[src/rtl/seq_det_pkg.sv]
// ---------------------------------------------------------------------------
// seq_det_pkg: shared state type and default pattern for seq_detect_ctrl. Rev 1.0
// ---------------------------------------------------------------------------
`default_nettype none

package seq_det_pkg;

  typedef enum logic [1:0] {
    ST_IDLE  = 2'd0,
    ST_SHIFT = 2'd1,
    ST_DONE  = 2'd2
  } state_t;

  localparam int         DEF_PAT_LEN = 5;
  localparam logic [4:0] DEF_PATTERN = 5'b11011;

endpackage

`default_nettype wire

[src/rtl/seq_match_core.sv]
// ---------------------------------------------------------------------------
// seq_match_core: history register, fill counter and overlapping Mealy match. Rev 1.0
// ---------------------------------------------------------------------------
`default_nettype none

module seq_match_core #(
  parameter int                 PAT_LEN = 5,
  parameter logic [PAT_LEN-1:0] PATTERN = 5'b11011
) (
  input  logic clk,
  input  logic reset,
  input  logic clear,
  input  logic bit_en,
  input  logic bit_in,
  output logic match
);

  localparam int                FILL_W   = $clog2(PAT_LEN);
  localparam logic [FILL_W-1:0] FILL_MAX = FILL_W'(PAT_LEN - 1);

  logic [PAT_LEN-2:0] hist_q, hist_d;
  logic [FILL_W-1:0]  fill_q, fill_d;
  logic [PAT_LEN-1:0] window;

  // Window is the full candidate: previous PAT_LEN-1 bits plus the live bit.
  assign window = {hist_q, bit_in};
  assign match  = bit_en && (fill_q == FILL_MAX) && (window == PATTERN);

  always_comb begin
    hist_d = hist_q;
    fill_d = fill_q;
    if (clear) begin
      hist_d = '0;
      fill_d = '0;
    end else if (bit_en) begin
      hist_d = window[PAT_LEN-2:0];
      if (fill_q != FILL_MAX) fill_d = fill_q + FILL_W'(1);
    end
  end

  always_ff @(posedge clk or negedge reset) begin
    if (!reset) begin
      hist_q <= '0;
      fill_q <= '0;
    end else begin
      hist_q <= hist_d;
      fill_q <= fill_d;
    end
  end

endmodule

`default_nettype wire

[src/rtl/seq_detect_ctrl.sv]
// ---------------------------------------------------------------------------
// seq_detect_ctrl: serialises words MSB first into the matcher, counts hits per word. Rev 1.0
// ---------------------------------------------------------------------------
`default_nettype none

module seq_detect_ctrl
  import seq_det_pkg::*;
#(
  parameter int                 W       = 8,
  parameter int                 PAT_LEN = DEF_PAT_LEN,
  parameter logic [PAT_LEN-1:0] PATTERN = DEF_PATTERN,
  parameter int                 CNT_W   = $clog2(W + 1)
) (
  input  logic             clk,
  input  logic             reset,
  input  logic             clr,
  input  logic             in_valid,
  output logic             in_ready,
  input  logic [W-1:0]     in_data,
  input  logic             in_keep,
  output logic             out_valid,
  input  logic             out_ready,
  output logic [CNT_W-1:0] out_count,
  output logic             out_hit,
  output logic             busy
);

  localparam int             IDX_W    = $clog2(W);
  localparam logic [IDX_W-1:0] IDX_LAST = IDX_W'(W - 1);

  state_t             state_q, state_d;
  logic [W-1:0]       shreg_q, shreg_d;
  logic [IDX_W-1:0]   idx_q,   idx_d;
  logic [CNT_W-1:0]   cnt_q,   cnt_d;

  logic accept;
  logic bit_en;
  logic core_clear;
  logic match;

  assign in_ready   = (state_q == ST_IDLE) && !clr;
  assign accept     = in_ready && in_valid;
  assign bit_en     = (state_q == ST_SHIFT) && !clr;
  assign core_clear = clr || (accept && !in_keep);

  assign busy      = (state_q != ST_IDLE);
  assign out_valid = (state_q == ST_DONE);
  assign out_count = out_valid ? cnt_q : '0;
  assign out_hit   = (out_count != '0);

  seq_match_core #(
    .PAT_LEN (PAT_LEN),
    .PATTERN (PATTERN)
  ) u_core (
    .clk    (clk),
    .reset  (reset),
    .clear  (core_clear),
    .bit_en (bit_en),
    .bit_in (shreg_q[W-1]),
    .match  (match)
  );

  always_comb begin
    state_d = state_q;
    shreg_d = shreg_q;
    idx_d   = idx_q;
    cnt_d   = cnt_q;
    case (state_q)
      ST_IDLE: begin
        if (accept) begin
          shreg_d = in_data;
          idx_d   = '0;
          cnt_d   = '0;
          state_d = ST_SHIFT;
        end
      end
      ST_SHIFT: begin
        shreg_d = {shreg_q[W-2:0], 1'b0};
        idx_d   = idx_q + IDX_W'(1);
        if (match) cnt_d = cnt_q + CNT_W'(1);
        if (idx_q == IDX_LAST) state_d = ST_DONE;
      end
      ST_DONE: begin
        if (out_ready) state_d = ST_IDLE;
      end
      default: state_d = ST_IDLE;
    endcase
    // Flush overrides everything; any in-flight or pending result is lost.
    if (clr) state_d = ST_IDLE;
  end

  always_ff @(posedge clk or negedge reset) begin
    if (!reset) begin
      state_q <= ST_IDLE;
      shreg_q <= '0;
      idx_q   <= '0;
      cnt_q   <= '0;
    end else begin
      state_q <= state_d;
      shreg_q <= shreg_d;
      idx_q   <= idx_d;
      cnt_q   <= cnt_d;
    end
  end

endmodule

`default_nettype wire

[config.mk]
export PLATFORM = sky130hd
export DESIGN_NAME = seq_detect_ctrl
export DESIGN_NICKNAME = d
export VERILOG_FILES = /design/src/rtl/seq_det_pkg.sv /design/src/rtl/seq_match_core.sv /design/src/rtl/seq_detect_ctrl.sv
export SDC_FILE = /design/constraint.sdc
export NUM_CORES = 1
export LEC_CHECK = 0
export CAP_MARGIN = 0
export CELL_PAD_IN_SITES_DETAIL_PLACEMENT = 2
export CELL_PAD_IN_SITES_GLOBAL_PLACEMENT = 2
export CORE_MARGIN = 1.5
export CORE_UTILIZATION = 36
export CTS_BUF_LIST = sky130_fd_sc_hd__clkbuf_2
export DETAILED_ROUTE_END_ITERATION = 6
export DONT_BUFFER_PORTS = 1
export PLACE_DENSITY_LB_ADDON = 0.1
export SYNTH_ARGS = -nofsm -noshare
export SYNTH_HDL_FRONTEND = slang
export SYNTH_SLANG_ARGS = --single-unit
[constraint.sdc]
create_clock -name clk -period 1.6 [get_ports clk]
set_clock_uncertainty 0.2 [all_clocks]
set_input_delay 0.24 -clock clk [delete_from_list [all_inputs] [get_ports clk]]
set_output_delay 0.24 -clock clk [all_outputs]
set_load 0.01 [all_outputs]
# Word level (Yosys, flattened, before mapping)
# Index checks and enable logic that the tools add are counted.
classes:
  mux: 18
  n_eq_ne: 11
  add_sub_neg: 3
  reduce_logical: 19
op_table:
  columns: ["op", "count"]
  rows:
  - ["4-bit 2-to-1 mux", 5]
  - ["8-bit one-hot mux with 2 select lines", 1]
  - ["3-bit 2-to-1 mux", 4]
  - ["2-bit 2-to-1 mux", 4]
  - ["8-bit 2-to-1 mux", 1]
  - ["4-bit one-hot mux with 2 select lines", 1]
  - ["2-bit nonzero test", 4]
  - ["3-bit by 1-bit adder with 3-bit output (second input constant)", 2]
  - ["3-bit == test (second input constant)", 2]
  - ["1-bit logical AND", 6]
  - ["3-bit by 2-bit != test with 1-bit output (second input constant)", 2]
  - ["3-bit != test (second input constant)", 2]
  - ["2-bit one-hot mux with 3 select lines", 1]
  - ["3-bit one-hot mux with 2 select lines", 1]
  - ["3-bit AND reduction", 2]
  - ["5-bit == test (second input constant)", 1]
  - ["4-bit by 1-bit adder with 4-bit output (second input constant)", 1]
  - ["2-bit != test (second input constant)", 2]
  - ["2-bit AND reduction", 2]
  - ["4-bit nonzero test", 1]
  - ["2-bit by 1-bit == test with 1-bit output (second input constant)", 1]
  - ["2-bit == test (second input constant)", 1]
  - ["1-bit zero test", 2]
  - ["2-bit zero test", 1]
  - ["1-bit logical OR", 1]
word_totals:
  ff_bits: 24
  elab_cells: 57
  input_bits: 14
  output_inout_bits: 8

# Longest topological paths before layout
logic_depth:
  depth_word: 7
  depth_mapped: 6
  mapped_depth_nobuf: 5

# Hierarchy
# From an unflattened synthesis, not the netlist that was laid out.
unflattened:
  cells_unflattened: 123
  hier_area_um2: 1335.0
modules_own_cells:
  columns: ["module", "area_each_um2", "instances", "cells_per_inst"]
  rows:
  - ["seq_detect_ctrl", 949.7, 1, 89]
  - ["seq_match_core", 385.4, 1, 34]

# Worst setup path before layout
# OpenSTA, ideal clock, no wires.
synth_timing:
  path_kind: "register -> register"
  startpoint: "reg state_q[0]"
  endpoint: "reg shreg_q[2]"
  synth_period_minus_slack_ns: 1.733
  n_path_buf: 3
  slack_ns: -0.133
  t_arrival_ns: 1.412
  path_stages_with_launch: 7
  setup_time_ns: 0.121
  path_cell_list: "dfrtp_1 -> buf_6 -> or4b_4 -> buf_6 -> buf_8 -> o22ai_2 -> nor2_1"
synth_between:
  elab_chain_cells: 5
  word_cells_on_any_way: 8
  cone_classes: "2 x eq/ne; 1 x mux; 5 x reduce/logical"
synth_lines:
  columns: ["element", "line_no", "rtl"]
  rows:
  - ["start, declared", "seq_detect_ctrl.sv:31", "state_t state_q, state_d;"]
  - ["start signal, assigned", "seq_detect_ctrl.sv:99", "state_q <= state_d;"]
  - ["2-bit zero test", "seq_detect_ctrl.sv:41, seq_detect_ctrl.sv:68", null]
  - ["1-bit logical AND", "seq_detect_ctrl.sv:41", "assign in_ready = (state_q == ST_IDLE) && !clr;"]
  - ["1-bit logical AND", "seq_detect_ctrl.sv:42", "assign accept = in_ready && in_valid;"]
  - ["2-bit != test (no source line)", null, null]
  - ["2-bit AND reduction (no source line)", null, null]
  - ["end signal, assigned", "seq_detect_ctrl.sv:100", "shreg_q <= shreg_d;"]
  - ["end, declared", "seq_detect_ctrl.sv:32", "logic [W-1:0] shreg_q, shreg_d;"]
# Several ways; a longest one is shown, not always the timed one.
# A chain may end at the register's enable or synchronous reset.

# Worst setup path in the final report
layout_timing:
  startpoint: "reg state_q[0]"
  endpoint: "out out_hit"
layout_between:
  elab_chain_cells: 3
layout_lines:
  columns: ["element", "line_no", "rtl"]
  rows:
  - ["2-bit == test", "seq_detect_ctrl.sv:47", "assign out_valid = (state_q == ST_DONE);"]
  - ["4-bit 2-to-1 mux", "seq_detect_ctrl.sv:48", "assign out_count = out_valid ? cnt_q : '0;"]
  - ["4-bit nonzero test", "seq_detect_ctrl.sv:49", "assign out_hit = (out_count != '0);"]
  - ["end, declared", "seq_detect_ctrl.sv:24", "output logic out_hit,"]
# No other way between the ends.

==> summary.md <==
| Metric | Value |
|---|---|
| Clock Sinks | `24` |
| Distinct cell type count after synthesis | `32` |
| Initial Util | `0.3769` |
| Asr flop ratio synth | `1.000` |
| Critical path type | `reg2out` |
| Crit. End Element | `primary output` |
| Synth warnings | `0` |
| Final setup violation count | `29` |
| Top post-synthesis cells by area | `dfrtp_1 47%, ha_1 4.9%, nand2_1 4.1%` |
| Clk root buf | `clkbuf_2` |
| Drt first pass iters | `4` |
| Post-synth EDFFs | `0` |
| Avg Inst Size Synth | `approximately 9.7 µm²` |
| Overall power | `~2.0 mW` |
| Total GRT Usage | `0.2406` |
| WL/cell | `roughly 27 µm` |
| Crit path time final | `roughly 1.9 ns` |
| Most frequent cell after synthesis | `dfrtp_1` |
| Die width | `62.34 µm` |
| ANT nets after route | `0` |
| Vias in the first global route | `about 1,400` |
| Fin nets | `191` |
| Initial antenna violation count | `0` |
| Iter 0 DRT Violations | `80` |
| Max transition margin | `0.4288` |
| Worst-Skew Late Latency | `between 0.3 and 0.4 ns` |
| Startpoint Class | `flop` |
| DP Wirelength | `2379 µm` |
| Global-route wire length before repair | `slightly above 7000 µm` |
| Pwr/cell area | `944.0 nW/µm²` |
| Clock power frac | `0.215` |
| Gp weighted congestion | `slightly above 0.7` |
| Layout cells sized above 1 | `0.4678` |
| Routed wl met2 | `approximately 3200 µm` |
| Final number of max-transition violations | `0` |
| Hold/Removal Path Class | `in2async` |
| Max-capacitance violation count | `0` |
| Placed Area | `about 1400 µm²` |
| Highest metal used | `met4` |
| Int Pwr | `approximately 1.3 mW` |
| Maximum clock rate | `~530 MHz` |
| Yosys top cell area share | `0.4738` |
| DR vias | `around 1,300` |
| Seq pwr share | `0.436` |
| Tcrit/Tclk final | `1.171` |
| Largest net degree at the start of global routing | `25` |
| Failing checks | `setup timing` |
| Final Non-Filler Cells | `around 220` |
| Worst-margin pin slew | `0.8569 ns` |
| Die Ht | `~62 µm` |
| Synthesized Nets | `150` |
| Util after Layout | `0.6157` |
| Final setup TNS | `-4.593 ns` |
| Post-Syn Instances | `131` |
| Critical path peak fanout | `6` |
| Synth Cell Area | `~1300 µm²` |
| Die ar. | `~3900 µm²` |
| P&R area growth vs syn | `63.38%` |
| NetSw | `685.4 µW` |
| Met3 wire len | `approximately 210 µm` |
| Buffers on Ports | `0` |
| Post-Route WL | `roughly 6000 µm` |
| CTS Buf Count | `3` |
| Status | `finished with violations` |
| Max Root-Sink Buffers | `2` |
| Synthesized flop and latch total | `24` |
| Post-synthesis sequential area ratio | `0.4738` |
| Data required, critical path | `about 1.2 ns` |
| Top Ports | `22` |
| Wl on met1 | `2324 µm` |
| Clock edge transition at the registers on the reported setup and hold paths | `approximately 0.24 ns` |
| # rows | `21` |
| Drt drc | `0` |
| Design Area, Final | `roughly 2100 µm²` |
| Largest area contributor in the netlist | `dfrtp_1` |
| Logic pwr share | `0.349` |
| Post-synth top cells | `24 x dfrtp_1, 14 x nand2_1, 10 x inv_1` |
| Total of fill cells in the finished design | `between 300 and 400` |
| Core area | `~3400 µm²` |
| DP Cell Count | `around 180` |
| VDD IR max | `~560 µV` |
| Switch share | `0.3506` |
| Main flop type after synthesis | `dfrtp_1` |
| Hold slack final | `about 0.059 ns` |
| H-tree depth | `1` |
| Clock tree from TritonCTS | `built` |
| Arr. time, crit path | `about 1.4 ns` |
| Final hold violation count | `0` |
| Total gr overflow | `0` |
| DP Worst Slack | `-0.1175 ns` |
| PnR worst setup slack | `-0.2739 ns` |
| Setup repair after global routing missed its margin | `true` |
| Vias/cell | `5.774` |
| Antenna Cells | `0` |
| Leakage power | `0.9043 nW` |
==> worst paths after layout <==
check | slack, ns | startpoint | end | cells past startpoint
max | -0.27 | state_q[0] | out_hit | 3
min | 0.06 | reset | u_core.hist_q[0] | 2
max reg2reg | -0.26 | state_q[0] | cnt_q[3] | 4
min reg2reg | 0.37 | idx_q[0] | idx_q[0] | 1
max in group asynchronous | 0.99 | reset | state_q[0] | 2
min in group clk | 0.08 | in_valid | idx_q[0] | 3
==> cell families (layout without fill, tap and decap cells) <==
logic type	count (synthesis)	count (layout)	synth area share
AND/OR/NAND/NOR	59	62	0.2547
flip-flops	24	24	0.4738
AO/OA/AOI/OAI	22	22	0.1175
buffers and inverters	17	54	0.07305
adder cells (fa/ha/maj)	5	5	0.04936
multiplexers	4	4	0.03159
==> cell type report <==
| cell class | instances | area (µm²) | share of cell area |
|---|---|---|---|
| Multi-Input combinational cell | 93 | 909.6 | 0.4393 |
| Sequential cell | 24 | 601.8 | 0.2906 |
| Timing Repair Buffer | 40 | 419.2 | 0.2024 |
| Tap cell | 46 | 57.56 | 0.02779 |
| Inverter | 10 | 37.54 | 0.01813 |
| Clock inverter | 1 | 30.03 | 0.01450 |
| Clock buffer | 3 | 15.01 | 0.007251 |
==> worst max-delay path, cell delays in order (launching register included) <==
cell     delay, ns
dfrtp_2       0.50
buf_6         0.14
nor2b_4       0.18
o41a_1        0.24
==> power groups by stage <==
stage,Sequential (mW),Combinational [mW],Clock [mW]
6_report,0.853,0.682,0.419
5_1_grt,0.858,0.724,0.457
4_1_cts,0.806,0.466,0.433
3_5_place_dp,0.802,0.325,0
3_3_place_gp,0.794,0.300,0
2_1_floorplan,0.780,0.243,0
==> per-layer routing <==
| metal | global-route usage | vias up |
|---|---|---|
| li1 | - | 545 |
| met4 | 0.05833 | 0 |
| met5 | 0 | - |
| met1 | 0.2695 | 644 |
| met3 | 0.03623 | 20 |
| met2 | 0.4728 | 44 |
==> cells in the final DEF, fill, tap and decap left out, drive strengths merged <==
| cell type | n |
|---|---|
| o21bai | 1 |
| or2 | 1 |
| and4b | 1 |
| and2 | 5 |
| nand2b | 2 |
| ha | 5 |
| nor3 | 9 |
| or4b | 4 |
| clkbuf | 4 |
| inv | 10 |
| nor2b | 2 |
| or2b | 2 |
| o31ai | 5 |
| buf | 27 |
| nand4b | 1 |
| bufinv | 1 |
| nor3b | 1 |
| mux2i | 4 |
| o41a | 1 |
| o22ai | 7 |
| nor4b | 1 |
| o21ai | 3 |
| nand3 | 7 |
| nor2 | 9 |
| a22oi | 1 |
| dlygate4sd3 | 11 |
| nand4bb | 1 |
| nand2 | 14 |
| dlymetal6s4s | 1 |
| nor4 | 2 |
| a21oi | 4 |
| dfrtp | 24 |
==> sequential cells by signal, indices dropped and copies added (netlist names) <==
register / count
u_core.hist_q: 4
u_core.fill_q: 3
shreg_q: 8
cnt_q: 4
idx_q: 3
state_q: 2
==> timing repair <==
action | CTS | global route
gates resized for setup | 31 | 48
setup endpoints to repair | 18 | 30
cloned | 3 | 1
setup buffers | 7 | 8
pin swaps | 7 | 23
hold buffers | 13 | 0
hold endpoints to repair | 46 | 0
Note: power is estimated with default switching activity, not from simulation.
